--- config.mk ---
export PLATFORM = sky130hd
export DESIGN_NAME = bakraid_sound_mailbox
export DESIGN_NICKNAME = d
export VERILOG_FILES = /design/src/rtl/bakraid_snd_pkg.sv /design/src/rtl/bakraid_nmi_pulse.sv /design/src/rtl/bakraid_sound_mailbox.sv
export SDC_FILE = /design/constraint.sdc
export NUM_CORES = 1
export LEC_CHECK = 0
export ABC_AREA = 0
export CAP_MARGIN = 20
export CORE_UTILIZATION = 45
export CTS_BUF_LIST = sky130_fd_sc_hd__clkbuf_8 sky130_fd_sc_hd__clkbuf_16
export CTS_CLUSTER_DIAMETER = 100
export DETAILED_ROUTE_END_ITERATION = 10
export PLACE_DENSITY = 0.7
export SLEW_MARGIN = 20
export SYNTH_ARGS = -nofsm -noshare
export SYNTH_HDL_FRONTEND = slang
export SYNTH_SLANG_ARGS = --single-unit
--- constraint.sdc ---
create_clock -name CLK -period 2.94 [get_ports CLK]
set_clock_uncertainty 0.15 [all_clocks]
set_input_delay 0.441 -clock CLK [delete_from_list [all_inputs] [get_ports CLK]]
set_output_delay 0.441 -clock CLK [all_outputs]
set_load 0.02 [all_outputs]
--- src/rtl/bakraid_snd_pkg.sv ---
// rtl/bakraid_snd_pkg.sv - shared definitions for the Bakraid sound mailbox
//
// Purpose: latch index map, status byte layout and NMI state encoding shared
// by the mailbox top and its NMI pulse generator.
// Ports: none (package).

package bakraid_snd_pkg;

  // Latches 0/1 carry 68K -> Z80 commands, 2/3 carry Z80 -> 68K replies.
  localparam int LATCH_CMD0 = 0;
  localparam int LATCH_CMD1 = 1;
  localparam int LATCH_RPY0 = 2;
  localparam int LATCH_RPY1 = 3;

  // Status byte returned by a read of the reader's own producer addresses.
  typedef struct packed {
    logic [3:0] overrun;
    logic [3:0] full;
  } status_t;

  typedef enum logic {
    IDLE  = 1'b0,
    PULSE = 1'b1
  } nmi_state_t;

  function automatic logic [7:0] pack_status(input logic [3:0] overrun,
                                             input logic [3:0] full);
    status_t s;
    s.overrun = overrun;
    s.full    = full;
    return s;
  endfunction

endpackage

--- src/rtl/bakraid_nmi_pulse.sv ---
// rtl/bakraid_nmi_pulse.sv - retriggerable NMI pulse generator
//
// Purpose: raises pulse the cycle after trigger and holds it for NMI_LEN cen
// ticks; a trigger during the pulse reloads the count so the pulse never drops.
// Ports:
//   clk      system clock
//   rst_n    asynchronous active-low reset
//   trigger  single-cycle start/restart request
//   cen      timebase tick (Z80 clock enable)
//   pulse    output, high while in PULSE

module bakraid_nmi_pulse
  import bakraid_snd_pkg::*;
#(
  parameter int NMI_LEN = 8,
  parameter int CW      = 4
) (
  input  logic clk,
  input  logic rst_n,
  input  logic trigger,
  input  logic cen,
  output logic pulse
);

  localparam logic [CW-1:0] LOAD = CW'(NMI_LEN);

  generate
    if (NMI_LEN < 1 || NMI_LEN > (1 << CW) - 1) begin : g_len_check
      $error("bakraid_nmi_pulse: NMI_LEN must be 1..2**CW-1");
    end
  endgenerate

  nmi_state_t    state, state_nxt;
  logic [CW-1:0] cnt, cnt_nxt;
  logic [CW-1:0] cnt_dec;

  assign cnt_dec = cnt - CW'(1);

  always_ff @(posedge clk or negedge rst_n) begin
    if (!rst_n) begin
      state <= IDLE;
      cnt   <= '0;
    end else begin
      state <= state_nxt;
      cnt   <= cnt_nxt;
    end
  end

  always_comb begin
    state_nxt = state;
    cnt_nxt   = cnt;
    case (state)
      IDLE: begin
        if (trigger) begin
          state_nxt = PULSE;
          cnt_nxt   = LOAD;
        end
      end
      PULSE: begin
        // A retrigger takes priority over a coincident tick.
        if (trigger) begin
          cnt_nxt = LOAD;
        end else if (cen) begin
          cnt_nxt = cnt_dec;
          if (cnt_dec == '0) state_nxt = IDLE;
        end
      end
      default: begin
        state_nxt = IDLE;
        cnt_nxt   = '0;
      end
    endcase
  end

  assign pulse = (state == PULSE);

endmodule

--- src/rtl/bakraid_sound_mailbox.sv ---
// rtl/bakraid_sound_mailbox.sv - 68K/Z80 four-latch sound command mailbox
//
// Purpose: two command latches (68K -> Z80) and two reply latches
// (Z80 -> 68K), each with full and sticky overrun flags, plus an NMI pulse to
// the Z80 on every command written to latch 0.
// Ports:
//   CLK, RESET_N        clock, asynchronous active-low reset
//   Z80_CEN             Z80 clock enable, NMI timebase
//   M_WR, M_RD, M_ADDR  68K strobes and latch select; M_DIN / M_DOUT data
//   Z_WR, Z_RD, Z_ADDR  Z80 strobes and latch select; Z_DIN / Z_DOUT data
//   NMI                 Z80 NMI, active high
//   LATCH_FULL          full flag per latch

module bakraid_sound_mailbox
  import bakraid_snd_pkg::*;
#(
  parameter int NMI_LEN = 8,
  parameter int CW      = 4
) (
  input  logic       CLK,
  input  logic       RESET_N,
  input  logic       Z80_CEN,
  input  logic       M_WR,
  input  logic       M_RD,
  input  logic [1:0] M_ADDR,
  input  logic [7:0] M_DIN,
  output logic [7:0] M_DOUT,
  input  logic       Z_WR,
  input  logic       Z_RD,
  input  logic [1:0] Z_ADDR,
  input  logic [7:0] Z_DIN,
  output logic [7:0] Z_DOUT,
  output logic       NMI,
  output logic [3:0] LATCH_FULL
);

  logic [7:0] latch [4];
  logic [3:0] full;
  logic [3:0] overrun;

  logic [3:0] wr;        // producer write per latch
  logic [3:0] rd;        // consumer data read per latch
  logic [3:0] ovr_clr;   // status read clearing the reader's own producer flags
  logic [7:0] status;

  assign wr[LATCH_CMD0] = M_WR && (M_ADDR == 2'(LATCH_CMD0));
  assign wr[LATCH_CMD1] = M_WR && (M_ADDR == 2'(LATCH_CMD1));
  assign wr[LATCH_RPY0] = Z_WR && (Z_ADDR == 2'(LATCH_RPY0));
  assign wr[LATCH_RPY1] = Z_WR && (Z_ADDR == 2'(LATCH_RPY1));

  assign rd[LATCH_CMD0] = Z_RD && (Z_ADDR == 2'(LATCH_CMD0));
  assign rd[LATCH_CMD1] = Z_RD && (Z_ADDR == 2'(LATCH_CMD1));
  assign rd[LATCH_RPY0] = M_RD && (M_ADDR == 2'(LATCH_RPY0));
  assign rd[LATCH_RPY1] = M_RD && (M_ADDR == 2'(LATCH_RPY1));

  // Each side reads status at its own producer addresses: 68K at 0/1, Z80 at 2/3.
  assign ovr_clr = {{2{Z_RD && Z_ADDR[1]}}, {2{M_RD && !M_ADDR[1]}}};

  assign status     = pack_status(overrun, full);
  assign LATCH_FULL = full;

  always_ff @(posedge CLK or negedge RESET_N) begin
    if (!RESET_N) begin
      for (int i = 0; i < 4; i++) latch[i] <= 8'h00;
      full    <= 4'b0000;
      overrun <= 4'b0000;
      M_DOUT  <= 8'h00;
      Z_DOUT  <= 8'h00;
    end else begin
      for (int i = 0; i < 4; i++) begin
        // Write wins over a same-cycle consumer read; that read still sees
        // the old contents because every read below uses pre-edge state.
        if (wr[i]) begin
          latch[i] <= (i < 2) ? M_DIN : Z_DIN;
          full[i]  <= 1'b1;
        end else if (rd[i]) begin
          full[i] <= 1'b0;
        end
        // Setting overrun beats a coincident status-read clear.
        if (wr[i] && full[i] && !rd[i]) overrun[i] <= 1'b1;
        else if (ovr_clr[i])            overrun[i] <= 1'b0;
      end
      if (M_RD) M_DOUT <= M_ADDR[1] ? latch[M_ADDR] : status;
      if (Z_RD) Z_DOUT <= Z_ADDR[1] ? status : latch[Z_ADDR];
    end
  end

  bakraid_nmi_pulse #(
    .NMI_LEN (NMI_LEN),
    .CW      (CW)
  ) u_nmi (
    .clk     (CLK),
    .rst_n   (RESET_N),
    .trigger (wr[LATCH_CMD0]),
    .cen     (Z80_CEN),
    .pulse   (NMI)
  );

endmodule
==> results of run 1 <==
==> worst min-delay path by stage <==
stage / slack [ns] / endpoint / start
global route: 0.35 / latch[24] / latch[24]
global placement: 0.29 / latch[21] / RESET_N
CTS: 0.33 / latch[25] / latch[25]
detailed placement: 0.30 / latch[21] / RESET_N
finish: 0.33 / latch[24] / latch[24]
floorplan: -0.005 / LATCH_FULL[0] / RESET_N
==> per-stage QoR <==
step                      cells  total power, mW  cell area, µm²
after floorplan             231             1.50            2710
after global placement      346             1.74            3260
final                       363             2.47            3460
after global routing        363             2.60            3460
after CTS                   363             2.49            3460
after detailed placement    346             1.76            3260
==> metal layers <==
metal / track usage / wire length [µm] / vias to the layer above
li1: - / - / 903
met1: 0.251 / 2600 / 931
met2: 0.302 / 2570 / 36
met3: 0.0423 / 176 / 10
met4: 0.104 / 108 / 0
met5: 0 / 0 / -
==> report_power, final <==
part	internal (mW)	switching (mW)
combinational	0.336	0.283
clock	0.405	0.320
sequential	1.01	0.113
==> final cells by class <==
type | instances | area [µm²]
flip-flops and latches | 61 | 1530
multi-input cells | 156 | 1120
repair buffers | 55 | 528
fillers | 457 | 2180
clock buffers | 10 | 138
clock inverters | 6 | 53.8
inverters | 3 | 11.3
well taps | 72 | 90.1
==> timing repair <==
item | in CTS | in global routing
resized for setup | 0 | 0
endpoints found under the hold margin | 21 | 0
setup endpoints to repair | 0 | 0
hold buffers | 1 | 0
==> cell usage in the layout (no fill, tap or decap), types with 2 or more instances in the layout <==
master           count
a21oi_1              9
mux2_2              40
clkinv_2             4
nand3_1              3
clkbuf_8            10
buf_4                7
nand3_2              2
o21ai_0             16
xnor2_1              3
mux2i_1             16
inv_1                4
clkdlybuf4s50_1     46
nand2b_1             2
ha_1                 2
nor2_1              10
dfrtp_1             61
nand2_1             44
==> cell families after synthesis <==
| logic type | after synthesis | share of synthesized area |
|---|---|---|
| xor gates and xnor gates | 4 | 0.0129 |
| muxes | 56 | 0.225 |
| DFF | 61 | 0.563 |
| AOI/OAI and AO/OA | 27 | 0.0526 |
| and+or+nand+nor | 67 | 0.112 |
| buffers and inverters | 14 | 0.0249 |
| adders and majority gates | 2 | 0.00923 |
==> state kept, by name (all words and copies together), names as in the netlist <==
name / flops
latch: 32
u_nmi.pulse: 1
LATCH_FULL: 4
Z_DOUT: 8
overrun: 4
u_nmi.cnt: 4
M_DOUT: 8
==> impl_metrics.ini, run 1 <==
[critical_path]
setup.worst_path.class = flip-flop to primary output
setup.worst_path.start = u_nmi.pulse
critPathBufInv = 1
cp_slowest_cell = clkdlybuf4s50_1
crit_end = NMI
rr_worst_depth = 3
r2r_end = u_nmi.cnt[3]
cp.arrival_ns = 1.43
cp_top_family = buffers and inverters
regToRegSetupSlack_ns = 1.50
path_depth = 1
worst-path-max-fanout = 6
r2r-start = u_nmi.cnt[0]
endpoint_kind = primary output
critPathLaunchType = flip-flop
crit_chain = clkdlybuf4s50_1
worst_ep_required_time_ns = 2.35
slowest_delay_ns = 0.65

[logic_synthesis]
yosys_register_bits = 61
yosys.cell_types.count = 25
netlist_area_mm2 = 0.00271
syn_nets = 260
synth_edf_count = 0
synth-async-reset-ratio = 1.00
seq_area_frac_synth = 0.563
synthCells = 231
ys.flop_type = dfrtp_1
yosys.area.top_type = dfrtp_1
synth_area_leaders = dfrtp_1, mux2_2, nand2_1, mux2i_1, o21ai_0
yosys_warnings = 0
syn_area_per_cell_um2 = 11.7
synth_most_common_cell = dfrtp_1
synth.top_cell.area_share = 0.563
synthTopCellsByCount = dfrtp_1, nand2_1, mux2_2

[placed_design]
post-place-ws_ns = 0.693
io_buffers = 47
globalplace.congestion = 0.714
dp_hpwl_um = 3840

[floorplanning]
chipWidth_um = 79.6
io_pins = 48
core_area_mm2 = 0.00564
die_y_um = 79.6
initial_core_util = 0.480
rows = 27
dieArea_mm2 = 0.00634

[clock_tree]
postCtsSetupBuffers = 0
numCtsBuffers = 9
clockBufferDepth = 2
h-tree-depth = 3
clock_tree.root_cell = clkbuf_8
cts.sinks = 61
cts.clk_slew.worst_paths_ns = 0.07
clk_latency_ns = 0.34
tritoncts = done

[sta]
rsz0062_at_grt = false
hold_violations = 0
worst_pin_slew_ns = 0.584
period_needed_ns = 2.02
fin_tns_setup_ns = 0
timing.final.ws_setup_ns = 0.918
slew_headroom = 0.609
finalSetupViolCount = 0
hold_slack_ns = 0.332
drv_slew = 0
fin_crit_sh = 0.688
fmax_ghz = 0.495

[hold_path]
holdPathStages = 2
min_path_type = flip-flop to flip-flop

[route]
drt_pass1_iterations = 4
wl_per_cell_um = 15.0
ant_nets = 0
viasPerCell = 5.18
num_vias = 1880
drc = 0
wirelength_um = 5460
drt_iter0_markers = 75

[finish]
fin_util = 0.614
area_delta_synth_final_pct = 27.8
antennaDiodeCount = 0
final_nets = 315
drive_above_1_share = 0.230

[global_route]
gr-total-overflow = 0
grt_max_degree = 24
grt_usage = 0.194
antenna_found_initial = 0
grt_pass1_wl_um = 8960
grt_pass1_vias = 1857

[job]
maxCapViolations = 0

[pwr]
ir_drop_v = 0.000381
p_leak_nw = 1.56
power_density_mw_per_mm2 = 713

[run_status]
outcome = finished clean
(Power assumes the default switching activity.)
==> inputs of run 2 (changes only) <==
==> constraint.sdc (replaced) <==
create_clock -name CLK -period 1.9 [get_ports CLK]
set_clock_uncertainty 0.15 [all_clocks]
set_input_delay 0.285 -clock CLK [delete_from_list [all_inputs] [get_ports CLK]]
set_output_delay 0.285 -clock CLK [all_outputs]
set_load 0.02 [all_outputs]
==> impl_metrics.ini, run 2 (synthesis gave the netlist of run 1 again) <==
[run_status]
outcome = finished clean

[route]
viasPerCell = 5.27
num_vias = 1965
drc = 0
ant_nets = 0
drt_pass1_iterations = 4
wirelength_um = 5800
drt_iter0_markers = 86
wl_per_cell_um = 15.5

[finish]
drive_above_1_share = 0.259
nFillCells = 460
final_nets = 325
top_regs = latch (32), M_DOUT (8), Z_DOUT (8)
fin_cells = 373
final_common_cell = dfrtp_1
area_delta_synth_final_pct = 33.6
largest_reg_flops = 32
multi_input_area_mm2 = 0.00112
final_cell_mix = dfrtp_1, clkdlybuf4s50_1, nand2_1
seq_area_mm2 = 0.00153
antennaDiodeCount = 0
regMostFlops = latch

[floorplanning]
rows = 27
initial_core_util = 0.480
chipWidth_um = 79.6
io_pins = 48
dieArea_mm2 = 0.00634
die_y_um = 79.6
core_area_mm2 = 0.00564

[global_route]
gr-total-overflow = 0
grt_max_degree = 62
grt_usage = 0.211
antenna_found_initial = 0
grt_pass1_wl_um = 9750
grt_pass1_vias = 2065

[pwr]
p_total_mw = 4.19
power_density_mw_per_mm2 = 1160
p_leak_nw = 1.64
ir_drop_v = 0.000851

[placed_design]
globalplace.congestion = 0.783
placed_cells = 356
io_buffers = 47
dp_hpwl_um = 4010

[sta]
hold_slack_ns = 0.326
hold_violations = 0
period_needed_ns = 1.83
slew_headroom = 0.781
fmax_ghz = 0.546
fin_tns_setup_ns = 0
worst_pin_slew_ns = 0.329
rsz0062_at_grt = false
finalSetupViolCount = 0
drv_slew = 0
fin_crit_sh = 0.963

[critical_path]
slowest_delay_ns = 0.63
worst-path-max-fanout = 4
crit_chain = clkdlybuf4s50_1
cp_slowest_cell = clkdlybuf4s50_1
cp.arrival_ns = 1.40
critPathLaunchType = flip-flop
setup.worst_path.class = flip-flop to primary output
critPathBufInv = 1
cp_top_family = buffers and inverters
endpoint_kind = primary output
worst_ep_required_time_ns = 1.46

[clock_tree]
numCtsBuffers = 9
tritoncts = done
cts.clk_slew.worst_paths_ns = 0.07
clock_tree.root_cell = clkbuf_8
clockBufferDepth = 2
clk_latency_ns = 0.35
cts.sinks = 61
h-tree-depth = 3

[hold_path]
min_path_type = input pin to asynchronous set/reset pin

[job]
maxCapViolations = 0
[run 2: layer usage]
metal	global-route usage	up-vias	part of all wire
li1	-	928	-
met1	0.266	987	0.47
met2	0.323	42	0.48
met3	0.0709	8	0.041
met4	0.102	0	0.016
met5	0	-	0
[run 2: final timing paths]
kind,startpoint,endpoint,slack [ns],cells after the start
min in group CLK,latch[27],latch[27],0.33,2
worst min-delay path,RESET_N,u_nmi.cnt[0],0.33,3
worst min register to register,latch[27],latch[27],0.33,2
max in group asynchronous,RESET_N,M_DOUT[2],1.01,3
worst max register to register,u_nmi.cnt[0],u_nmi.cnt[3],0.44,3
worst max-delay path,LATCH_FULL[2],LATCH_FULL[2],0.07,1
[run 2: cell type report]
class | instances | area share
Sequential cell | 61 | 0.422
Inverter | 3 | 0.00311
Tap cell | 72 | 0.0249
Timing Repair Buffer | 65 | 0.171
Clock inverter | 5 | 0.0294
Multi-Input combinational cell | 156 | 0.308
Clock buffer | 11 | 0.0418
[run 2: what timing repair did]
action                                  in CTS  in global routing
hold buffers                                 1                  0
buffers inserted                             0                  0
endpoints found under the setup margin       0                  1
resized for setup                            0                  1
hold endpoints to repair                    61                  0
[run 2: power by group]
part           total, mW  internal [mW]  leakage (nW)  switching, mW
Clock               1.48          0.945         0.126          0.534
Sequential          1.74           1.57         0.734          0.175
Combinational      0.968          0.531         0.776          0.437
[run 2: stage by stage]
stage / area [µm²] / worst slack [ns] / util
2_1_floorplan: 2710 / 0.506 / -
3_3_place_gp: 3350 / 0.0476 / 0.594
3_5_place_dp: 3350 / 0.0194 / 0.594
4_1_cts: 3620 / 0.0291 / 0.641
5_1_grt: 3620 / 0.0161 / 0.642
6_report: 3620 / 0.0697 / 0.642
